## config.mk

```make
export PLATFORM = sky130hd
export DESIGN_NAME = multicycle_control
export DESIGN_NICKNAME = d
export VERILOG_FILES = /design/src/rtl/multicycle_control.sv
export SDC_FILE = /design/constraint.sdc
export NUM_CORES = 1
export LEC_CHECK = 0
export BUFFER_PORTS_ARGS = -buffer_cell sky130_fd_sc_hd__buf_2
export CAP_MARGIN = 20
export CORE_ASPECT_RATIO = 0.5
export CORE_UTILIZATION = 30
export CTS_BUF_LIST = sky130_fd_sc_hd__clkbuf_16
export CTS_CLUSTER_SIZE = 10
export DETAILED_ROUTE_END_ITERATION = 12
export SLEW_MARGIN = 10
export SYNTH_ARGS = -nofsm -noshare
export SYNTH_HDL_FRONTEND = slang
export SYNTH_SLANG_ARGS = --single-unit
```

## constraint.sdc

```tcl
create_clock -name clk -period 2.28 [get_ports clk]
set_input_delay 0.456 -clock clk [delete_from_list [all_inputs] [get_ports clk]]
set_output_delay 0.456 -clock clk [all_outputs]
set_load 0.02 [all_outputs]
```

## src/rtl/multicycle_control.sv

```systemverilog
// Multicycle MIPS-style datapath controller: Moore FSM sequencing fetch, decode,
// execute, memory and write-back, with optional memory wait handshaking.
module multicycle_control #(
  parameter int MEM_WAIT_EN = 1,
  parameter int ALUOP_W     = 3
) (
  input  logic               clk,
  input  logic               rst_n,
  input  logic [5:0]         OP,
  input  logic               zero,
  input  logic               mem_ready,
  output logic               PCWr,
  output logic               IorD,
  output logic               MemRd,
  output logic               MemWr,
  output logic               IRWr,
  output logic               RegWr,
  output logic               RegDst,
  output logic               MemtoReg,
  output logic               ALUSrcA,
  output logic               ExtOp,
  output logic               illegal,
  output logic [1:0]         ALUSrcB,
  output logic [1:0]         PCSrc,
  output logic [ALUOP_W-1:0] ALUop,
  output logic [3:0]         state
);
  // state | meaning
  // IF    | fetch instruction, PC += 4 (waits for memory)
  // ID    | decode OP, precompute branch target
  // EXE_R | R-type ALU operation
  // EXE_I | ori / addiu ALU operation
  // MADDR | lw / sw address computation
  // MRD   | data memory read (waits for memory)
  // MWR   | data memory write (waits for memory)
  // WB    | register file write-back
  // BR    | beq / bne compare and conditional PC update
  // JMP   | jump PC update

  typedef enum logic [3:0] {
    S_IF    = 4'd0,
    S_ID    = 4'd1,
    S_EXE_R = 4'd2,
    S_EXE_I = 4'd3,
    S_MADDR = 4'd4,
    S_MRD   = 4'd5,
    S_MWR   = 4'd6,
    S_WB    = 4'd7,
    S_BR    = 4'd8,
    S_JMP   = 4'd9
  } state_t;

  localparam logic [5:0] OP_R     = 6'b000000;
  localparam logic [5:0] OP_ORI   = 6'b001101;
  localparam logic [5:0] OP_ADDIU = 6'b001001;
  localparam logic [5:0] OP_LW    = 6'b100011;
  localparam logic [5:0] OP_SW    = 6'b101011;
  localparam logic [5:0] OP_BEQ   = 6'b000100;
  localparam logic [5:0] OP_BNE   = 6'b000101;
  localparam logic [5:0] OP_J     = 6'b000010;

  localparam logic [2:0] ALU_ADD   = 3'b000;
  localparam logic [2:0] ALU_FUNCT = 3'b001;
  localparam logic [2:0] ALU_OR    = 3'b010;
  localparam logic [2:0] ALU_SUB   = 3'b100;

  localparam logic WAIT_EN = (MEM_WAIT_EN != 0);

  state_t     state_q, state_d;
  logic [5:0] op_q;
  logic       ready;
  logic       op_legal;
  logic       pc_wr_raw, mem_rd_raw, mem_wr_raw, ir_wr_raw, reg_wr_raw;
  logic [2:0] alu_op3;

  assign ready = mem_ready | ~WAIT_EN;
  assign state = state_q;

  always_comb begin
    op_legal = 1'b0;
    case (OP)
      OP_R, OP_ORI, OP_ADDIU, OP_LW, OP_SW, OP_BEQ, OP_BNE, OP_J: op_legal = 1'b1;
      default: op_legal = 1'b0;
    endcase
  end

  always_ff @(posedge clk or negedge rst_n) begin
    if (!rst_n) begin
      state_q <= S_IF;
      op_q    <= 6'd0;
    end else begin
      state_q <= state_d;
      if (state_q == S_ID) op_q <= OP;
    end
  end

  always_comb begin
    state_d = S_IF;
    case (state_q)
      S_IF: state_d = ready ? S_ID : S_IF;
      S_ID: begin
        case (OP)
          OP_R:             state_d = S_EXE_R;
          OP_ORI, OP_ADDIU: state_d = S_EXE_I;
          OP_LW, OP_SW:     state_d = S_MADDR;
          OP_BEQ, OP_BNE:   state_d = S_BR;
          OP_J:             state_d = S_JMP;
          default:          state_d = S_IF;
        endcase
      end
      S_EXE_R, S_EXE_I: state_d = S_WB;
      S_MADDR: begin
        if (op_q == OP_LW)      state_d = S_MRD;
        else if (op_q == OP_SW) state_d = S_MWR;
        else                    state_d = S_IF;
      end
      S_MRD:   state_d = ready ? S_WB : S_MRD;
      S_MWR:   state_d = ready ? S_IF : S_MWR;
      default: state_d = S_IF;
    endcase
  end

  always_comb begin
    pc_wr_raw  = 1'b0;
    mem_rd_raw = 1'b0;
    mem_wr_raw = 1'b0;
    ir_wr_raw  = 1'b0;
    reg_wr_raw = 1'b0;
    IorD       = 1'b0;
    RegDst     = 1'b0;
    MemtoReg   = 1'b0;
    ALUSrcA    = 1'b0;
    ExtOp      = 1'b0;
    illegal    = 1'b0;
    ALUSrcB    = 2'b00;
    PCSrc      = 2'b00;
    alu_op3    = ALU_ADD;
    case (state_q)
      S_IF: begin
        mem_rd_raw = 1'b1;
        ALUSrcB    = 2'b01;
        ir_wr_raw  = ready;
        pc_wr_raw  = ready;
      end
      S_ID: begin
        ALUSrcB = 2'b11;
        ExtOp   = 1'b1;
        illegal = ~op_legal;
      end
      S_EXE_R: begin
        ALUSrcA = 1'b1;
        alu_op3 = ALU_FUNCT;
      end
      S_EXE_I: begin
        ALUSrcA = 1'b1;
        ALUSrcB = 2'b10;
        if (op_q == OP_ORI) begin
          alu_op3 = ALU_OR;
          ExtOp   = 1'b0;
        end else begin
          alu_op3 = ALU_ADD;
          ExtOp   = 1'b1;
        end
      end
      S_MADDR: begin
        ALUSrcA = 1'b1;
        ALUSrcB = 2'b10;
        ExtOp   = 1'b1;
      end
      S_MRD: begin
        mem_rd_raw = 1'b1;
        IorD       = 1'b1;
      end
      S_MWR: begin
        IorD       = 1'b1;
        mem_wr_raw = ready;
      end
      S_WB: begin
        reg_wr_raw = 1'b1;
        RegDst     = (op_q == OP_R);
        MemtoReg   = (op_q == OP_LW);
      end
      S_BR: begin
        ALUSrcA   = 1'b1;
        alu_op3   = ALU_SUB;
        PCSrc     = 2'b01;
        pc_wr_raw = ((op_q == OP_BEQ) & zero) | ((op_q == OP_BNE) & ~zero);
      end
      S_JMP: begin
        PCSrc     = 2'b10;
        pc_wr_raw = 1'b1;
      end
      default: ;
    endcase
  end

  // Write strobes are masked by reset directly so nothing fires while rst_n is low.
  assign PCWr  = pc_wr_raw  & rst_n;
  assign MemRd = mem_rd_raw & rst_n;
  assign MemWr = mem_wr_raw & rst_n;
  assign IRWr  = ir_wr_raw  & rst_n;
  assign RegWr = reg_wr_raw & rst_n;

  always_comb begin
    ALUop      = '0;
    ALUop[2:0] = alu_op3;
  end

endmodule

```

==> run_summary.xml, run 1 <==
<?xml version="1.0" encoding="UTF-8"?>
<metrics>
  <group name="outcome">
    <metric name="run_status" unit="">complete, no violations</metric>
  </group>
  <group name="cts">
    <metric name="cts_made_buffers" unit="">3</metric>
    <metric name="htree_levels" unit="">1</metric>
    <metric name="tritoncts" unit="">yes</metric>
    <metric name="tritoncts_num_sinks" unit="">10</metric>
    <metric name="number_of_buffers_on_the_longest_clock_path" unit="">2</metric>
    <metric name="root_buf_cell" unit="">sky130_fd_sc_hd__clkbuf_16</metric>
    <metric name="cts.clk_slew.worst_paths" unit="ns">0.04</metric>
    <metric name="clk-insertion-delay-late" unit="ns">0.24</metric>
  </group>
  <group name="final_layout">
    <metric name="area.growth.synth_to_final" unit="%">38.3</metric>
    <metric name="multi_input_comb_area" unit="sq um">538</metric>
    <metric name="fillCellCount" unit="">262</metric>
    <metric name="final-seq-area" unit="sq um">253</metric>
    <metric name="final_nets" unit="">158</metric>
    <metric name="finish.utilization" unit="%">44.1</metric>
    <metric name="drive_gt1_share" unit="%">34.0</metric>
    <metric name="antenna-diode-count" unit="">0</metric>
  </group>
  <group name="drt">
    <metric name="drt-vias-per-instance" unit="">5.11</metric>
    <metric name="wl" unit="microns">2360</metric>
    <metric name="routed_wire_length_per_instance" unit="microns">12.8</metric>
    <metric name="drt_pre_antenna_iters" unit="">4</metric>
    <metric name="via_count" unit="">941</metric>
    <metric name="post-route-drc-count" unit="">0</metric>
    <metric name="first_drt_iteration_drcs" unit="">74</metric>
    <metric name="route.antenna.remaining_nets" unit="">0</metric>
  </group>
  <group name="global_routing">
    <metric name="grt_start_max_net_pins" unit="">14</metric>
    <metric name="overflow" unit="">0</metric>
    <metric name="grt_pass1_wl" unit="microns">3590</metric>
    <metric name="grt_antenna_before_repair" unit="">0</metric>
    <metric name="first_global_vias" unit="">747</metric>
    <metric name="global_route_usage_over_all_layers" unit="%">16.2</metric>
  </group>
  <group name="floorplanning">
    <metric name="die_w" unit="microns">76.6</metric>
    <metric name="die_area" unit="sq mm">0.00301</metric>
    <metric name="starting_utilization_of_the_core_area" unit="%">31.9</metric>
    <metric name="core" unit="sq mm">0.00262</metric>
    <metric name="io_pins" unit="">32</metric>
    <metric name="die_span_in_y" unit="microns">39.3</metric>
    <metric name="placementRows" unit="">13</metric>
  </group>
  <group name="critical_path">
    <metric name="crit_fanout" unit="">8</metric>
    <metric name="worst_ep_arrival_time" unit="ns">1.74</metric>
    <metric name="critPathCaptureType" unit="">primary output</metric>
    <metric name="most_frequent_cell_on_critical_path" unit="">sky130_fd_sc_hd__buf_4</metric>
    <metric name="slowest_stage" unit="">sky130_fd_sc_hd__dfrtp_1</metric>
    <metric name="chain_of_cells_forming_the_critical_path" unit="">buf_4 -&gt; or3_1 -&gt; a311oi_2 -&gt; buf_4</metric>
    <metric name="regToRegEndpoint" unit="">state[1]</metric>
    <metric name="worst_r2r_path_depth" unit="">3</metric>
    <metric name="rrSetupSlack" unit="ns">0.80</metric>
    <metric name="r2r_start" unit="">state[2]</metric>
    <metric name="crit_path_start_kind" unit="">flop</metric>
    <metric name="critical_path_required" unit="ns">1.82</metric>
    <metric name="critical_setup_path_kind" unit="">reg2out</metric>
    <metric name="max_stage_delay" unit="ns">0.44</metric>
  </group>
  <group name="sta">
    <metric name="clock.fmax" unit="MHz">455</metric>
    <metric name="setup_ws" unit="ns">0.0806</metric>
    <metric name="timing.final.crit_share" unit="%">96.5</metric>
    <metric name="hold_viol" unit="">0</metric>
    <metric name="max-slew-margin-rel" unit="%">68.2</metric>
    <metric name="worst_case_clock_skew" unit="ns">0.00112</metric>
    <metric name="setup_tns" unit="ns">0</metric>
    <metric name="worstMarginPinSlew" unit="ns">0.471</metric>
    <metric name="min_period" unit="ns">2.20</metric>
    <metric name="grt_setup_unrepaired" unit="">no</metric>
    <metric name="finalSetupViolations" unit="">0</metric>
    <metric name="count_of_final_max_slew_check_failures" unit="">0</metric>
  </group>
  <group name="synthesis">
    <metric name="syn-mean-instance-area" unit="sq um">7.74</metric>
    <metric name="synth_largest_area_cell" unit="">sky130_fd_sc_hd__dfrtp_1</metric>
    <metric name="syn-num-nets" unit="">118</metric>
    <metric name="most_instantiated_library_cell_after_synthesis" unit="">sky130_fd_sc_hd__nand2_1</metric>
    <metric name="yosysSeqAreaShare" unit="%">29.9</metric>
    <metric name="number_of_enable_type_register_cells_in_the_synthesized_netlist" unit="">0</metric>
    <metric name="synthDistinctLibCells" unit="">38</metric>
    <metric name="syn-instance-count" unit="">108</metric>
    <metric name="synth_async_sr_flop_share" unit="%">100</metric>
    <metric name="synth_top_flop_cell" unit="">sky130_fd_sc_hd__dfrtp_1</metric>
    <metric name="mappedNetlistArea" unit="sq um">836</metric>
    <metric name="yosys_warnings" unit="">0</metric>
    <metric name="synth-seq-cells" unit="">10</metric>
    <metric name="post-synth-top-area-fraction" unit="%">29.9</metric>
    <metric name="synth_area_leaders" unit="">sky130_fd_sc_hd__dfrtp_1 30%, sky130_fd_sc_hd__nand2_1 11%, sky130_fd_sc_hd__nor3_1 6.0%</metric>
    <metric name="synth_commonest_cells" unit="">24 x sky130_fd_sc_hd__nand2_1, 10 x sky130_fd_sc_hd__dfrtp_1, 10 x sky130_fd_sc_hd__nor3_1</metric>
  </group>
  <group name="placed_design">
    <metric name="hpwlAfterDp" unit="microns">1760</metric>
    <metric name="gp_routability_congestion" unit="">0.786</metric>
    <metric name="preCtsSetupSlack" unit="ns">0.296</metric>
    <metric name="port-buffer-count" unit="">31</metric>
  </group>
  <group name="pwr">
    <metric name="post-layout-total-power" unit="mW">1.61</metric>
    <metric name="power_density_of_the_placed_cells" unit="mW/mm^2">1390</metric>
    <metric name="irDropWorstVdd" unit="mV">0.380</metric>
    <metric name="leakagePower" unit="nW">0.560</metric>
  </group>
  <group name="run">
    <metric name="drv.max_cap_violation_count" unit="">0</metric>
  </group>
  <group name="worst_hold_path">
    <metric name="worstHoldPathType" unit="">in2async</metric>
  </group>
</metrics>
[stage by stage]
step | cell area (sq um) | hold WS [ns] | instances
after CTS | 1140 | 0.156 | 182
after detailed placement | 1060 | 0.407 | 178
after global placement | 1060 | 0.405 | 178
after floorplan | 836 | 0.160 | 108
after global routing | 1160 | 0.170 | 184
final | 1160 | 0.159 | 184
[layout make-up]
class | instances | area share (%)
Sequential cell | 10 | 21.9
Inverter | 2 | 0.649
Tap cell | 37 | 4.00
Clock buffer | 3 | 6.49
Clock inverter | 1 | 0.325
Multi-Input combinational cell | 90 | 46.5
Timing Repair Buffer | 41 | 20.1
[cells in the final DEF (no fill, tap or decap), drive strengths merged, types with 3 or more instances in the layout]
cell    count
buf        41
nor4b       4
and3        3
nor3       10
dfrtp      10
clkbuf      3
nor2        9
nand2      24
o21ai       4
a21oi       3
nand2b      5
[logic make-up after synthesis]
kind of cell,after synthesis,synth area share [%]
AOI/OAI and AO/OA,17,15.4
muxes,1,1.20
DFF,10,29.9
xor gates and xnor gates,2,2.10
and+or+nand+nor,70,45.7
buffers and inverters,8,5.69
[critical path: cells and delay by family (launching register included)]
family	cells	cell delay [ns]
compound gates	1	0.29
buf+inv	2	0.37
flops	1	0.44
simple gates	1	0.40
[repair_timing]
| item | CTS | global route |
|---|---|---|
| hold buffers | 0 | 0 |
| setup buffers | 0 | 2 |
| resized for setup | 0 | 3 |
| endpoints found under the setup margin | 0 | 2 |
[sequential cells by signal, summed over array words and instances, names as in the netlist]
name and cells:
state 4, op_q 6
[power breakdown]
group	internal, mW	leakage (nW)	switching (mW)
sequential	0.260	0.123	0.125
combinational	0.396	0.399	0.507
clock	0.230	0.0385	0.0876
[worst max-delay path by stage]
stage             start  endpoint  slack [ns]  cells past startpoint
3_5_place_dp   state[2]   illegal        0.30                      4
2_1_floorplan  state[1]  MemtoReg        0.14                      4
3_3_place_gp   state[2]     ExtOp        0.32                      3
6_report       state[1]     ExtOp        0.08                      4
4_1_cts        state[2]   illegal        0.04                      4
5_1_grt        state[3]     ExtOp       0.009                      4
[per-layer routing]
layer / share of wire, % / global-route usage [%] / wire length, microns / vias to the layer above
met2: 46 / 25.9 / 1080 / 19
met5: 0 / 0 / 0 / -
met1: 50 / 21.6 / 1170 / 450
met3: 3.7 / 3.26 / 86 / 2
met4: 0.85 / 7.21 / 20 / 0
li1: - / - / - / 470
Note: power is estimated with default switching activity, not from simulation.
==> inputs of run 2 (changes only) <==
--- a/config.mk
+++ b/config.mk
@@ -7,11 +7,14 @@
 export LEC_CHECK = 0
 export BUFFER_PORTS_ARGS = -buffer_cell sky130_fd_sc_hd__buf_2
 export CAP_MARGIN = 20
+export CELL_PAD_IN_SITES_DETAIL_PLACEMENT = 0
+export CELL_PAD_IN_SITES_GLOBAL_PLACEMENT = 1
 export CORE_ASPECT_RATIO = 0.5
 export CORE_UTILIZATION = 30
 export CTS_BUF_LIST = sky130_fd_sc_hd__clkbuf_16
 export CTS_CLUSTER_SIZE = 10
 export DETAILED_ROUTE_END_ITERATION = 12
+export PLACE_DENSITY_LB_ADDON = 0.1
 export SLEW_MARGIN = 10
 export SYNTH_ARGS = -nofsm -noshare
 export SYNTH_HDL_FRONTEND = slang
==> constraint.sdc (replaced) <==
create_clock -name clk -period 2.3 [get_ports clk]
set_input_delay 0.46 -clock clk [delete_from_list [all_inputs] [get_ports clk]]
set_output_delay 0.46 -clock clk [all_outputs]
set_load 0.02 [all_outputs]
==> run_summary.xml, run 2 (same netlist as run 1, synthesis figures left out) <==
<?xml version="1.0" encoding="UTF-8"?>
<metrics>
  <group name="outcome">
    <metric name="run_status" unit="">finished with violations</metric>
    <metric name="violations" unit="">DRC</metric>
  </group>
  <group name="final_layout">
    <metric name="drive_gt1_share" unit="%">32.4</metric>
    <metric name="layout.cells.non_filler" unit="">182</metric>
    <metric name="layout.cells.most_common_list" unit="">31 x sky130_fd_sc_hd__buf_2, 24 x sky130_fd_sc_hd__nand2_1, 10 x sky130_fd_sc_hd__nor3_1, 9 x sky130_fd_sc_hd__nor2_1, 9 x sky130_fd_sc_hd__dfrtp_1</metric>
    <metric name="largest_register_ffs" unit="">6</metric>
    <metric name="fillCellCount" unit="">277</metric>
    <metric name="most_common_cell_after_layout_fill_and_taps_aside" unit="">sky130_fd_sc_hd__buf_2</metric>
    <metric name="final-seq-area" unit="sq um">251</metric>
    <metric name="final_nets" unit="">156</metric>
    <metric name="area.growth.synth_to_final" unit="%">36.1</metric>
    <metric name="top_register" unit="">op_q</metric>
    <metric name="antenna-diode-count" unit="">0</metric>
    <metric name="multi_input_comb_area" unit="sq um">538</metric>
  </group>
  <group name="drt">
    <metric name="m1WireLength" unit="microns">1300</metric>
    <metric name="routed_wire_length_per_instance" unit="microns">13.1</metric>
    <metric name="route.antenna.remaining_nets" unit="">0</metric>
    <metric name="topRoutingLayerUsed" unit="">met4</metric>
    <metric name="wl" unit="microns">2390</metric>
    <metric name="via_count" unit="">937</metric>
    <metric name="first_drt_iteration_drcs" unit="">45</metric>
    <metric name="drt_pre_antenna_iters" unit="">8</metric>
    <metric name="post-route-drc-count" unit="">2</metric>
    <metric name="detailroute.wirelength.met2" unit="microns">950</metric>
    <metric name="met3_length" unit="microns">124</metric>
    <metric name="drt-vias-per-instance" unit="">5.15</metric>
  </group>
  <group name="cts">
    <metric name="number_of_buffers_on_the_longest_clock_path" unit="">2</metric>
    <metric name="cts_made_buffers" unit="">3</metric>
    <metric name="root_buf_cell" unit="">sky130_fd_sc_hd__clkbuf_16</metric>
    <metric name="tritoncts" unit="">yes</metric>
    <metric name="tritoncts_num_sinks" unit="">10</metric>
    <metric name="cts.clk_slew.worst_paths" unit="ns">0.04</metric>
    <metric name="clk-insertion-delay-late" unit="ns">0.23</metric>
    <metric name="htree_levels" unit="">1</metric>
  </group>
  <group name="global_routing">
    <metric name="grt_start_max_net_pins" unit="">19</metric>
    <metric name="global_route_usage_over_all_layers" unit="%">16.9</metric>
    <metric name="first_global_vias" unit="">776</metric>
    <metric name="grt_pass1_wl" unit="microns">3770</metric>
    <metric name="overflow" unit="">0</metric>
    <metric name="grt_antenna_before_repair" unit="">0</metric>
  </group>
  <group name="critical_path">
    <metric name="max_stage_delay" unit="ns">0.64</metric>
    <metric name="critPathCaptureType" unit="">primary output</metric>
    <metric name="critPathBufInv" unit="">1</metric>
    <metric name="crit_path_start_kind" unit="">flop</metric>
    <metric name="slowest_stage" unit="">sky130_fd_sc_hd__or4b_4</metric>
    <metric name="critical_setup_path_kind" unit="">reg2out</metric>
    <metric name="chain_of_cells_forming_the_critical_path" unit="">or4b_4 -&gt; a21oi_2 -&gt; and3_1 -&gt; buf_2</metric>
    <metric name="worst_ep_arrival_time" unit="ns">1.78</metric>
    <metric name="critPathTopFamily" unit="">simple AND/OR/NAND/NOR gates</metric>
    <metric name="crit_fanout" unit="">10</metric>
    <metric name="critical_path_required" unit="ns">1.84</metric>
  </group>
  <group name="placed_design">
    <metric name="hpwlAfterDp" unit="microns">1800</metric>
    <metric name="gp_routability_congestion" unit="">0.708</metric>
    <metric name="port-buffer-count" unit="">31</metric>
    <metric name="place.detailed.instances" unit="">177</metric>
  </group>
  <group name="sta">
    <metric name="grt_setup_unrepaired" unit="">no</metric>
    <metric name="setup_tns" unit="ns">0</metric>
    <metric name="timing.final.crit_share" unit="%">97.3</metric>
    <metric name="count_of_final_max_slew_check_failures" unit="">0</metric>
    <metric name="finalSetupViolations" unit="">0</metric>
    <metric name="clock.fmax" unit="MHz">447</metric>
    <metric name="hold_viol" unit="">0</metric>
    <metric name="worst_case_clock_skew" unit="ns">0.00194</metric>
    <metric name="worstMarginPinSlew" unit="ns">0.498</metric>
    <metric name="min_period" unit="ns">2.24</metric>
    <metric name="max-slew-margin-rel" unit="%">66.4</metric>
  </group>
  <group name="floorplanning">
    <metric name="io_pins" unit="">32</metric>
    <metric name="die_area" unit="sq mm">0.00301</metric>
    <metric name="starting_utilization_of_the_core_area" unit="%">31.9</metric>
    <metric name="die_span_in_y" unit="microns">39.3</metric>
    <metric name="die_w" unit="microns">76.6</metric>
    <metric name="placementRows" unit="">13</metric>
    <metric name="core" unit="sq mm">0.00262</metric>
  </group>
  <group name="pwr">
    <metric name="power_density_of_the_placed_cells" unit="mW/mm^2">1360</metric>
    <metric name="comb_power_share" unit="%">57.3</metric>
    <metric name="irDropWorstVdd" unit="mV">0.380</metric>
    <metric name="switching_share" unit="%">45.2</metric>
    <metric name="leakagePower" unit="nW">0.551</metric>
    <metric name="total_switching_power" unit="mW">0.702</metric>
    <metric name="power.share.clock" unit="%">19.5</metric>
    <metric name="p_int" unit="mW">0.850</metric>
    <metric name="seq_power_share" unit="%">23.2</metric>
  </group>
  <group name="worst_hold_path">
    <metric name="worstHoldPathType" unit="">in2async</metric>
  </group>
  <group name="run">
    <metric name="drv.max_cap_violation_count" unit="">0</metric>
  </group>
</metrics>
## run 2: cell count changes in the layout (fill, tap and decap cells not counted), sizes merged
| cell | delta |
|---|---|
| buf | -2 |
## run 2: what timing repair did
action / CTS / global route
hold buffers: 0 / 0
setup buffers: 0 / 1
resized for setup: 0 / 1
endpoints found under the setup margin: 0 / 1
## run 2: power groups by stage
stage	Sequential [mW]	Combinational (mW)	Clock [mW]
6_report	0.360	0.889	0.302
5_1_grt	0.370	0.978	0.320
4_1_cts	0.356	0.880	0.307
3_5_place_dp	0.358	0.878	0
3_3_place_gp	0.355	0.886	0
2_1_floorplan	0.361	0.614	0
## run 2: layout make-up
type	instances	area share (%)
Tap cell	37	4.07
Multi-Input combinational cell	90	47.3
Clock inverter	1	0.330
Sequential cell	10	22.1
Timing Repair Buffer	39	18.9
Clock buffer	3	6.60
Inverter	2	0.660
## run 2: stage by stage
stage / power, mW / instance area (sq um) / hold WS, ns / utilization [%] / setup WS [ns]
6_report: 1.55 / 1140 / 0.165 / 43.4 / 0.0629
5_1_grt: 1.67 / 1140 / 0.177 / 43.4 / 0.00113
4_1_cts: 1.54 / 1130 / 0.168 / 43.1 / 0.0724
3_5_place_dp: 1.24 / 1050 / 0.413 / 40.1 / 0.326
3_3_place_gp: 1.24 / 1050 / 0.407 / 40.1 / 0.339
2_1_floorplan: 0.975 / 836 / 0.164 / - / 0.160
## run 2: metal layers
| layer | vias up | GRT usage, % |
|---|---|---|
| li1 | 471 | - |
| met1 | 426 | 25.5 |
| met2 | 38 | 24.8 |
| met3 | 2 | 2.33 |
| met4 | 0 | 4.33 |
| met5 | - | 0 |
## run 2: path summary, 6_finish.rpt
path / from / end / slack, ns / cells after the start
worst min register to register: op_q[2] / op_q[2] / 0.53 / 2
worst max-delay path: state[2] / illegal / 0.06 / 4
worst max register to register: state[2] / op_q[5] / 0.81 / 4
min in group clk: OP[4] / op_q[4] / 0.50 / 3
max in group asynchronous: rst_n / state[2] / 1.96 / 2
worst min-delay path: rst_n / state[0] / 0.17 / 2
==> inputs of run 3 (changes only) <==
--- a/config.mk
+++ b/config.mk
@@ -9,11 +9,11 @@
 export CAP_MARGIN = 20
 export CELL_PAD_IN_SITES_DETAIL_PLACEMENT = 0
 export CELL_PAD_IN_SITES_GLOBAL_PLACEMENT = 1
-export CORE_ASPECT_RATIO = 0.5
-export CORE_UTILIZATION = 30
+export CORE_UTILIZATION = 33
 export CTS_BUF_LIST = sky130_fd_sc_hd__clkbuf_16
 export CTS_CLUSTER_SIZE = 10
 export DETAILED_ROUTE_END_ITERATION = 12
+export GPL_TIMING_DRIVEN = 0
 export PLACE_DENSITY_LB_ADDON = 0.1
 export SLEW_MARGIN = 10
 export SYNTH_ARGS = -nofsm -noshare
==> run_summary.xml, run 3 (same netlist as run 1, synthesis figures left out) <==
<?xml version="1.0" encoding="UTF-8"?>
<metrics>
  <group name="floorplanning">
    <metric name="placementRows" unit="">17</metric>
    <metric name="die_span_in_y" unit="microns">52.3</metric>
    <metric name="starting_utilization_of_the_core_area" unit="%">36.4</metric>
    <metric name="core" unit="sq mm">0.00230</metric>
    <metric name="die_w" unit="microns">52.3</metric>
    <metric name="io_pins" unit="">32</metric>
    <metric name="die_area" unit="sq mm">0.00274</metric>
  </group>
  <group name="final_layout">
    <metric name="layout.cells.non_filler" unit="">170</metric>
    <metric name="largest_register_ffs" unit="">6</metric>
    <metric name="antenna-diode-count" unit="">0</metric>
    <metric name="drive_gt1_share" unit="%">31.7</metric>
    <metric name="most_common_cell_after_layout_fill_and_taps_aside" unit="">sky130_fd_sc_hd__buf_2</metric>
    <metric name="final_cell_area" unit="sq mm">0.00112</metric>
    <metric name="top_register" unit="">op_q</metric>
    <metric name="final_nets" unit="">153</metric>
    <metric name="finish.utilization" unit="%">48.6</metric>
    <metric name="area.growth.synth_to_final" unit="%">33.5</metric>
    <metric name="layout.cells.most_common_list" unit="">32 x sky130_fd_sc_hd__buf_2, 24 x sky130_fd_sc_hd__nand2_1, 10 x sky130_fd_sc_hd__nor3_1, 10 x sky130_fd_sc_hd__dfrtp_1, 9 x sky130_fd_sc_hd__nor2_1</metric>
  </group>
  <group name="drt">
    <metric name="first_drt_iteration_drcs" unit="">7</metric>
    <metric name="via_count" unit="">923</metric>
    <metric name="drt-vias-per-instance" unit="">5.43</metric>
    <metric name="drt_pre_antenna_iters" unit="">4</metric>
    <metric name="post-route-drc-count" unit="">0</metric>
    <metric name="wl" unit="microns">2320</metric>
    <metric name="routed_wire_length_per_instance" unit="microns">13.7</metric>
    <metric name="route.antenna.remaining_nets" unit="">0</metric>
  </group>
  <group name="critical_path">
    <metric name="crit_fanout" unit="">7</metric>
    <metric name="max_stage_delay" unit="ns">0.43</metric>
    <metric name="crit_path_start_kind" unit="">flop</metric>
    <metric name="critPathCaptureType" unit="">primary output</metric>
    <metric name="slowest_stage" unit="">sky130_fd_sc_hd__dfrtp_1</metric>
    <metric name="rrSetupSlack" unit="ns">0.67</metric>
    <metric name="worst_ep_arrival_time" unit="ns">1.78</metric>
    <metric name="critPathTopFamily" unit="">simple AND/OR/NAND/NOR gates</metric>
    <metric name="chain_of_cells_forming_the_critical_path" unit="">nand2b_2 -&gt; or3_1 -&gt; a311oi_2 -&gt; buf_2</metric>
    <metric name="critical_path_required" unit="ns">1.84</metric>
    <metric name="critPathBufInv" unit="">1</metric>
    <metric name="critical_setup_path_kind" unit="">reg2out</metric>
  </group>
  <group name="global_routing">
    <metric name="global_route_usage_over_all_layers" unit="%">19.4</metric>
    <metric name="overflow" unit="">0</metric>
    <metric name="grt_start_max_net_pins" unit="">15</metric>
    <metric name="first_global_vias" unit="">871</metric>
    <metric name="grt_antenna_before_repair" unit="">0</metric>
    <metric name="grt_pass1_wl" unit="microns">3910</metric>
  </group>
  <group name="cts">
    <metric name="clk-insertion-delay-late" unit="ns">0.23</metric>
    <metric name="tritoncts" unit="">yes</metric>
    <metric name="root_buf_cell" unit="">sky130_fd_sc_hd__clkbuf_16</metric>
    <metric name="cts.clk_slew.worst_paths" unit="ns">0.04</metric>
    <metric name="cts.repair_timing.setup_buffer_count" unit="">0</metric>
    <metric name="tritoncts_num_sinks" unit="">10</metric>
    <metric name="number_of_buffers_on_the_longest_clock_path" unit="">2</metric>
    <metric name="htree_levels" unit="">1</metric>
    <metric name="cts_made_buffers" unit="">3</metric>
  </group>
  <group name="sta">
    <metric name="finalSetupViolations" unit="">0</metric>
    <metric name="min_period" unit="ns">2.24</metric>
    <metric name="clock.fmax" unit="MHz">447</metric>
    <metric name="max-slew-margin-rel" unit="%">52.9</metric>
    <metric name="worstMarginPinSlew" unit="ns">0.704</metric>
    <metric name="timing.final.crit_share" unit="%">97.3</metric>
    <metric name="hold_viol" unit="">0</metric>
    <metric name="grt_setup_unrepaired" unit="">yes</metric>
    <metric name="setup_tns" unit="ns">0</metric>
    <metric name="worst_case_clock_skew" unit="ns">0.00124</metric>
    <metric name="count_of_final_max_slew_check_failures" unit="">0</metric>
  </group>
  <group name="placed_design">
    <metric name="gp_routability_congestion" unit="">0.741</metric>
    <metric name="port-buffer-count" unit="">31</metric>
    <metric name="placed_cell_area" unit="sq mm">0.00103</metric>
    <metric name="hpwlAfterDp" unit="microns">1730</metric>
    <metric name="place.detailed.instances" unit="">167</metric>
  </group>
  <group name="pwr">
    <metric name="p_int" unit="mW">0.830</metric>
    <metric name="seq_power_share" unit="%">23.7</metric>
    <metric name="power_density_of_the_placed_cells" unit="mW/mm^2">1380</metric>
    <metric name="switching_share" unit="%">45.9</metric>
    <metric name="total_switching_power" unit="mW">0.705</metric>
    <metric name="irDropWorstVdd" unit="mV">0.618</metric>
    <metric name="comb_power_share" unit="%">56.3</metric>
    <metric name="power.share.clock" unit="%">20.0</metric>
    <metric name="leakagePower" unit="nW">0.538</metric>
  </group>
  <group name="run">
    <metric name="drv.max_cap_violation_count" unit="">0</metric>
  </group>
  <group name="outcome">
    <metric name="run_status" unit="">complete, no violations</metric>
  </group>
  <group name="worst_hold_path">
    <metric name="worstHoldPathType" unit="">in2async</metric>
  </group>
</metrics>
-- run 3: cell count changes in the layout (fill, tap and decap cells not counted), sizes merged --
cell,before,now
clkbuf,3,5
buf,39,34
-- run 3: path summary, 6_finish.rpt --
check                              start  endpoint  cells past startpoint
worst max-delay path            state[3]     ExtOp                      4
worst min-delay path               rst_n   op_q[4]                      1
worst max register to register  state[1]  state[0]                      4
worst min register to register   op_q[5]   op_q[5]                      2
max in group asynchronous          rst_n  state[1]                      1
min in group clk                   OP[4]   op_q[4]                      3
-- run 3: power by group through the flow --
stage / Combinational (mW) / Sequential, mW / Clock [mW]
6_report: 0.864 / 0.363 / 0.307
5_1_grt: 0.970 / 0.380 / 0.323
4_1_cts: 0.877 / 0.353 / 0.312
3_5_place_dp: 0.867 / 0.355 / 0
3_3_place_gp: 0.856 / 0.353 / 0
2_1_floorplan: 0.614 / 0.361 / 0
-- run 3: per-layer routing --
metal / wire, microns / GRT usage, % / up-vias
met5: 0 / 0 / -
li1: - / - / 462
met4: 25 / 6.58 / 0
met2: 1120 / 32.9 / 30
met3: 113 / 3.48 / 4
met1: 1060 / 24.5 / 427
-- run 3: cell type report --
cell class	count	area, sq um
repair buffers	31	161
well taps	28	35.0
plain buffers	5	30.0
multi-input cells	90	553
clock inverters	1	3.75
inverters	2	7.51
flip-flops and latches	10	250
clock buffers	3	75.1
fillers	243	1180
-- run 3: stage by stage --
| step | hold WS [ns] | setup WS [ns] | total power [mW] |
|---|---|---|---|
| after CTS | 0.117 | 0.0106 | 1.54 |
| after detailed placement | 0.364 | 0.245 | 1.22 |
| final | 0.109 | 0.0631 | 1.53 |
| after floorplan | 0.164 | 0.160 | 0.975 |
| after global placement | 0.362 | 0.260 | 1.21 |
| after global routing | 0.123 | -0.0121 | 1.67 |
-- run 3: worst reg2reg max path, cell delays in order (launching register included) --
cell                       delay [ns]
sky130_fd_sc_hd__dfrtp_1         0.37
sky130_fd_sc_hd__buf_6           0.14
sky130_fd_sc_hd__nor4b_2         0.65
sky130_fd_sc_hd__o211ai_1        0.24
sky130_fd_sc_hd__o311ai_1        0.13
-- run 3: timing repair --
item	in CTS	in global routing
hold buffers	0	0
resized for setup	1	6
setup endpoints to repair	1	5
pin swaps	0	1
